[config.mk]
export PLATFORM = sky130hd
export DESIGN_NAME = aes_round_ctrl
export DESIGN_NICKNAME = d
export VERILOG_FILES = /design/src/rtl/aes_round_ctrl.sv
export SDC_FILE = /design/constraint.sdc
export NUM_CORES = 1
export LEC_CHECK = 0
export CORE_MARGIN = 3
export CORE_UTILIZATION = 52
export CTS_CLUSTER_DIAMETER = 200
export CTS_CLUSTER_SIZE = 10
export DETAILED_ROUTE_END_ITERATION = 8
export PLACE_DENSITY = 0.87
export SYNTH_ARGS = -nofsm -noshare
export SYNTH_HDL_FRONTEND = slang
export SYNTH_SLANG_ARGS = --single-unit
[constraint.sdc]
create_clock -name clk -period 2.9 [get_ports clk]
set_input_delay 0.435 -clock clk [delete_from_list [all_inputs] [get_ports clk]]
set_output_delay 0.435 -clock clk [all_outputs]
set_load 0.05 [all_outputs]
[src/rtl/aes_round_ctrl.sv]
// -----------------------------------------------------------------------------
// aes_round_ctrl
//
// Round-sequencing controller for the pipelined AES datapath. Handles AES-128,
// AES-192 and AES-256 in encrypt and decrypt direction.
//
// A start request from the command interface triggers two phases:
//   1. Key expansion: key_gene_en is pulsed once per round key while
//      Round_Count walks 1..Nr.
//   2. Round phase: round_en is high while Round_Count walks 0..Nr (encrypt)
//      or Nr..0 (decrypt). first_round and last_round flag the two ends.
// A single-cycle done pulse closes the operation. Every output is registered.
//
// Parameters:
//   ROUND_W     width of Round_Count; must be at least 4 so that 14 fits.
//   SUPPORT_192 when 0, key_len=01 is rejected with an err pulse.
//   SUPPORT_256 when 0, key_len=10 is rejected with an err pulse.
//
// Ports:
//   clk          clock, rising edge
//   rst          asynchronous active-low reset
//   start        operation request, only looked at while idle
//   key_len      00=AES-128, 01=AES-192, 10=AES-256, 11=reserved
//   decrypt      0=encrypt, 1=decrypt (latched together with key_len)
//   stall        freezes state and counter; enables drop low meanwhile
//   abort        cancels a running key-expansion or round phase
//   busy         high while an operation is in flight (incl. the done cycle)
//   key_gene_en  key-expansion step enable
//   round_en     round datapath enable
//   Round_Count  key index during expansion, round index during rounds
//   first_round  Round_Count holds the first round of the round phase
//   last_round   Round_Count holds the final round (no MixColumns)
//   done         one-cycle completion pulse
//   err          one-cycle pulse when a start request is rejected
// -----------------------------------------------------------------------------
module aes_round_ctrl #(
  parameter int ROUND_W     = 4,
  parameter bit SUPPORT_192 = 1'b1,
  parameter bit SUPPORT_256 = 1'b1
) (
  input  logic               clk,
  input  logic               rst,
  input  logic               start,
  input  logic [1:0]         key_len,
  input  logic               decrypt,
  input  logic               stall,
  input  logic               abort,
  output logic               busy,
  output logic               key_gene_en,
  output logic               round_en,
  output logic [ROUND_W-1:0] Round_Count,
  output logic               first_round,
  output logic               last_round,
  output logic               done,
  output logic               err
);

  typedef enum logic [1:0] {
    ST_IDLE    = 2'd0,
    ST_KEY_EXP = 2'd1,
    ST_ROUNDS  = 2'd2,
    ST_DONE    = 2'd3
  } state_t;

  localparam logic [ROUND_W-1:0] NR_128 = ROUND_W'(10);
  localparam logic [ROUND_W-1:0] NR_192 = ROUND_W'(12);
  localparam logic [ROUND_W-1:0] NR_256 = ROUND_W'(14);
  localparam logic [ROUND_W-1:0] ONE    = ROUND_W'(1);

  // ---------------------------------------------------------------------------
  // State and registered outputs
  // ---------------------------------------------------------------------------
  state_t             state_reg,       state_next;
  logic [ROUND_W-1:0] cnt_reg,         cnt_next;
  logic [1:0]         key_len_reg,     key_len_next;
  logic               dec_reg,         dec_next;
  logic               busy_reg,        busy_next;
  logic               key_gene_en_reg, key_gene_en_next;
  logic               round_en_reg,    round_en_next;
  logic               first_reg,       first_next;
  logic               last_reg,        last_next;
  logic               done_reg,        done_next;
  logic               err_reg,         err_next;

  // ---------------------------------------------------------------------------
  // Key-length support mask, one bit per key_len code. The reserved code 11
  // is never supported.
  // ---------------------------------------------------------------------------
  logic [3:0] len_ok;

  genvar gi;
  generate
    for (gi = 0; gi < 4; gi++) begin : g_len_ok
      if (gi == 0) begin : g_128
        assign len_ok[gi] = 1'b1;
      end else if (gi == 1) begin : g_192
        assign len_ok[gi] = SUPPORT_192;
      end else if (gi == 2) begin : g_256
        assign len_ok[gi] = SUPPORT_256;
      end else begin : g_rsvd
        assign len_ok[gi] = 1'b0;
      end
    end
  endgenerate

  // ---------------------------------------------------------------------------
  // Round count of the latched key size. Only supported codes are ever
  // latched, so the default arm is unreachable in practice.
  // ---------------------------------------------------------------------------
  logic [ROUND_W-1:0] nr;

  always_comb begin
    nr = NR_128;
    case (key_len_reg)
      2'b01:   nr = NR_192;
      2'b10:   nr = NR_256;
      default: nr = NR_128;
    endcase
  end

  // Round-phase direction: encrypt climbs 0..Nr, decrypt descends Nr..0.
  logic [ROUND_W-1:0] round_first;
  logic [ROUND_W-1:0] round_final;
  logic [ROUND_W-1:0] round_step;
  logic               round_term;

  assign round_first = dec_reg ? nr : '0;
  assign round_final = dec_reg ? '0 : nr;
  assign round_step  = dec_reg ? (cnt_reg - ONE) : (cnt_reg + ONE);
  // The terminal compare stops the counter before it could ever wrap.
  assign round_term  = (cnt_reg == round_final);

  // ---------------------------------------------------------------------------
  // State register
  // ---------------------------------------------------------------------------
  always_ff @(posedge clk or negedge rst) begin
    if (!rst) begin
      state_reg       <= ST_IDLE;
      cnt_reg         <= '0;
      key_len_reg     <= 2'b00;
      dec_reg         <= 1'b0;
      busy_reg        <= 1'b0;
      key_gene_en_reg <= 1'b0;
      round_en_reg    <= 1'b0;
      first_reg       <= 1'b0;
      last_reg        <= 1'b0;
      done_reg        <= 1'b0;
      err_reg         <= 1'b0;
    end else begin
      state_reg       <= state_next;
      cnt_reg         <= cnt_next;
      key_len_reg     <= key_len_next;
      dec_reg         <= dec_next;
      busy_reg        <= busy_next;
      key_gene_en_reg <= key_gene_en_next;
      round_en_reg    <= round_en_next;
      first_reg       <= first_next;
      last_reg        <= last_next;
      done_reg        <= done_next;
      err_reg         <= err_next;
    end
  end

  // ---------------------------------------------------------------------------
  // Next-state and next-output logic. Every *_next output value describes the
  // cycle that follows the current clock edge, which is what makes the outputs
  // registered rather than decoded from state.
  // ---------------------------------------------------------------------------
  always_comb begin
    state_next       = state_reg;
    cnt_next         = cnt_reg;
    key_len_next     = key_len_reg;
    dec_next         = dec_reg;
    busy_next        = 1'b0;
    key_gene_en_next = 1'b0;
    round_en_next    = 1'b0;
    first_next       = 1'b0;
    last_next        = 1'b0;
    done_next        = 1'b0;
    err_next         = 1'b0;

    case (state_reg)
      ST_IDLE: begin
        cnt_next = '0;
        // abort alongside start cancels the request outright (no err either).
        if (start && !abort) begin
          if (len_ok[key_len]) begin
            state_next       = ST_KEY_EXP;
            key_len_next     = key_len;
            dec_next         = decrypt;
            cnt_next         = ONE;
            busy_next        = 1'b1;
            key_gene_en_next = 1'b1;
          end else begin
            err_next = 1'b1;
          end
        end
      end

      ST_KEY_EXP: begin
        busy_next = 1'b1;
        if (abort) begin
          state_next = ST_IDLE;
          cnt_next   = '0;
          busy_next  = 1'b0;
        end else if (stall) begin
          // Hold the key index; key_gene_en stays low for this cycle.
        end else if (cnt_reg == nr) begin
          state_next    = ST_ROUNDS;
          cnt_next      = round_first;
          round_en_next = 1'b1;
          first_next    = 1'b1;
        end else begin
          cnt_next         = cnt_reg + ONE;
          key_gene_en_next = 1'b1;
        end
      end

      ST_ROUNDS: begin
        busy_next = 1'b1;
        if (abort) begin
          state_next = ST_IDLE;
          cnt_next   = '0;
          busy_next  = 1'b0;
        end else if (stall) begin
          // Round index and its flags freeze; round_en drops for the cycle.
          first_next = first_reg;
          last_next  = last_reg;
        end else if (round_term) begin
          // Round_Count keeps the last round index through the done cycle.
          state_next = ST_DONE;
          done_next  = 1'b1;
        end else begin
          cnt_next      = round_step;
          round_en_next = 1'b1;
          last_next     = (round_step == round_final);
        end
      end

      ST_DONE: begin
        // Single cycle regardless of stall or abort.
        state_next = ST_IDLE;
        cnt_next   = '0;
      end

      default: begin
        state_next = ST_IDLE;
        cnt_next   = '0;
      end
    endcase
  end

  // ---------------------------------------------------------------------------
  // Output mapping
  // ---------------------------------------------------------------------------
  assign busy        = busy_reg;
  assign key_gene_en = key_gene_en_reg;
  assign round_en    = round_en_reg;
  assign Round_Count = cnt_reg;
  assign first_round = first_reg;
  assign last_round  = last_reg;
  assign done        = done_reg;
  assign err         = err_reg;

endmodule

==> flow_summary.yaml <==
synthesis:
  synth_nets: 133
  synth.top_cell.area_share_pct: 35.96
  async_reset_ff_share_pct: 100.0
  ys_seq_elements: 16
  syn-cell-area_um2: 1114
  syn_inst: 118
  synth_edf_count: 0
  synthAdderAreaFrac_pct: 7.865
  seq_area_frac_synth_pct: 35.96
  synth.distinct_cells: 44
  synth_area_leaders: "dfrtp_1, ha_1, nand2b_1"
  synthXorXnorAreaFrac_pct: 3.933
  yosysTopAreaCell: "dfrtp_1"
  ys.flop_type: "dfrtp_1"
  synth.avg_cell_area_um2: 9.437
  synth_top_family_by_area: "compound AO/OA/AOI/OAI gates"
  synthMuxAreaShare_pct: 4.831
  synthSimpleGateAreaFrac_pct: 19.33
  ys_warn_count: 0
  synth_compound_area_share_pct: 21.80
sta:
  fin_crit_ns: 2.228
  slew_headroom_pct: 52.01
  slew_viol_final: 0
  worst_pin_slew_ns: 0.7176
  rsz0062_at_grt: "false"
  hold_ws_ns: 0.5345
  clock_skew_ns: 0.01298
  period_share_pct: 76.82
  setup_tns_ns: 0
  hold_viol: 0
  setup_violations: 0
  fmax_mhz: 448.9
die:
  core_area_um2: 2002
  fp.dieH_um: 52.28
  die_x_um: 52.28
  io_pins: 19
  die_area_um2: 2733
  rows: 16
  start_util_pct: 55.63
worst_setup_path:
  crit_buf_inv: 0
  cp_slowest_cell: "o31ai_2"
  cp_top_family: "compound AO/OA/AOI/OAI gates"
  worstSetupPathType: "reg -> reg"
  crit_arrival_ns: 2.40
  start_kind: "register"
  worstPathMaxFanout: 7
  r2r_end: "Round_Count[0]$_DFFE_PN0P_"
  end_kind: "register"
  ff2ff_setup_slack_ns: 0.67
  critPathMaxStageDelay_ns: 0.49
  r2r_cells: 5
  rr_startpoint: "key_len_reg[0]$_DFFE_PN0P_"
  required_ns: 3.08
  crit_start: "key_len_reg[0]$_DFFE_PN0P_"
  crit_chain: "ha_1 > a221oi_1 > nand3_1 > o31ai_2 > mux2_2"
cts:
  clk_transition_reported_paths_ns: 0.10
  htree_num_levels: 1
  numCtsBuffers: 3
  root_buffer: "clkbuf_4"
  cts_tree: "built"
  cts_num_sinks: 16
  post_cts_buffers: 0
  ctsHoldBuffers: 0
  clkLatencyLatePin_ns: 0.30
  cts_buffer_depth: 2
  post_cts_resized: 0
outcome:
  status: "complete, no violations"
routing:
  drc: 0
  vias: 965
  wl_per_cell_um: 14.52
  vias_per_cell: 5.957
  drt-initial-drc-count: 24
  ant_nets: 0
  routed_wl_um: 2352
  drt_pre_antenna_iters: 4
power:
  clkPwrFrac_pct: 12.3
  p_int_w: 0.0006362
  power_frac_seq_pct: 30.7
  vdd_drop_max_uv: 648.7
  netSwitchingPower_w: 0.0005550
  p_leak_nw: 0.5410
  power_density_nw_per_um2: 892.3
  pwr-share-comb_pct: 56.9
  swShare_pct: 46.59
hold_path:
  hold_depth: 2
  hp-start: "key_len_reg[0]$_DFFE_PN0P_"
  hold_class: "reg -> reg"
  min_to: "key_len_reg[0]$_DFFE_PN0P_"
global_route:
  grt_pass1_vias: 884
  overflow: 0
  antenna_found_initial: 0
  track_usage_pct: 20.48
  grt_pass1_wl_um: 4098
  grt_max_degree: 17
finish:
  area_delta_synth_final_pct: 19.89
  final_cell_mix: "clkdlybuf4s50_1, dfrtp_1, nor2_1"
  nNetsFinal: 151
  mostFrequentLayoutCell: "clkdlybuf4s50_1"
  largest_register_ffs: 4
  fillCellCount: 148
  drive_above_1_share_pct: 8.889
  diodes: 0
place:
  gp_congestion: 0.8390
  place_hpwl_um: 1810
  port_buffers: 18
run:
  drv_cap: 0
-- worst min-delay path: stages (launching register included) --
cell and delay [ns]:
dfrtp_1 0.37, nor2_1 0.05, nor2_1 0.08
-- worst max path at each step --
stage                                  to  slack (ns)  cells past startpoint
2_1_floorplan  Round_Count[0]$_DFFE_PN0P_        0.80                      5
5_1_grt        Round_Count[0]$_DFFE_PN0P_        0.55                      5
6_report       Round_Count[0]$_DFFE_PN0P_        0.67                      5
3_3_place_gp   Round_Count[0]$_DFFE_PN0P_        0.73                      4
3_5_place_dp   Round_Count[0]$_DFFE_PN0P_        0.66                      4
4_1_cts        Round_Count[0]$_DFFE_PN0P_        0.69                      5
-- cells in the mapped netlist (2+ instances only) --
cell type   n
dfrtp_1    16
nand2_1     4
ha_1        7
inv_1       7
mux2_2      3
nor2b_1     2
a21oi_1     4
nand3_1     5
nand3b_1    3
o32ai_1     3
nor3_1      3
a221oi_1    2
nor2_1     10
o21ai_0     6
mux2i_1     2
xnor2_1     5
buf_6       2
clkbuf_1    2
nand2b_1    7
-- routing by layer --
metal | wire length, um | global-route usage (%) | share of wire [%]
met5 | 0 | 0 | 0
met4 | 33 | 5.957 | 1.4
met2 | 1141 | 33.05 | 49
met3 | 136 | 6.268 | 5.8
met1 | 1040 | 26.24 | 44
-- power by group through the flow --
stage | Clock [W] | Combinational [W] | Sequential (W)
finish | 0.000147 | 0.000678 | 0.000366
global route | 0.000166 | 0.000746 | 0.000380
CTS | 0.000154 | 0.000672 | 0.000366
detailed placement | 0 | 0.000670 | 0.000370
global placement | 0 | 0.000655 | 0.000361
floorplan | 0 | 0.000475 | 0.000408
-- cell type report --
cell class                      count  area (um^2)  area share, %
Multi-Input combinational cell     88        643.1          48.17
Sequential cell                    16        400.4          29.99
Timing Repair Buffer               20        195.2          14.62
Clock buffer                        4        36.28          2.718
Tap cell                           27        33.78          2.530
Inverter                            7        26.28          1.968
-- through the flow --
stage	total power, W	worst slack (ns)	instance area [um^2]	utilization (%)	instances
2_1_floorplan	0.0008826	0.8010	1114	-	118
3_3_place_gp	0.001017	0.7330	1299	64.88	158
3_5_place_dp	0.001040	0.6644	1299	64.88	158
4_1_cts	0.001192	0.6928	1335	66.69	162
5_1_grt	0.001292	0.5524	1335	66.69	162
6_report	0.001191	0.6722	1335	66.69	162
-- kinds of logic after synthesis --
kind of cell / Yosys count
AND/OR/NAND/NOR: 40
AO/OA/AOI/OAI: 31
flip-flops: 16
buffers and inverters: 14
adder cells (fa/ha/maj): 7
XOR/XNOR: 5
multiplexers: 5
Note: power is estimated with default switching activity, not from simulation.
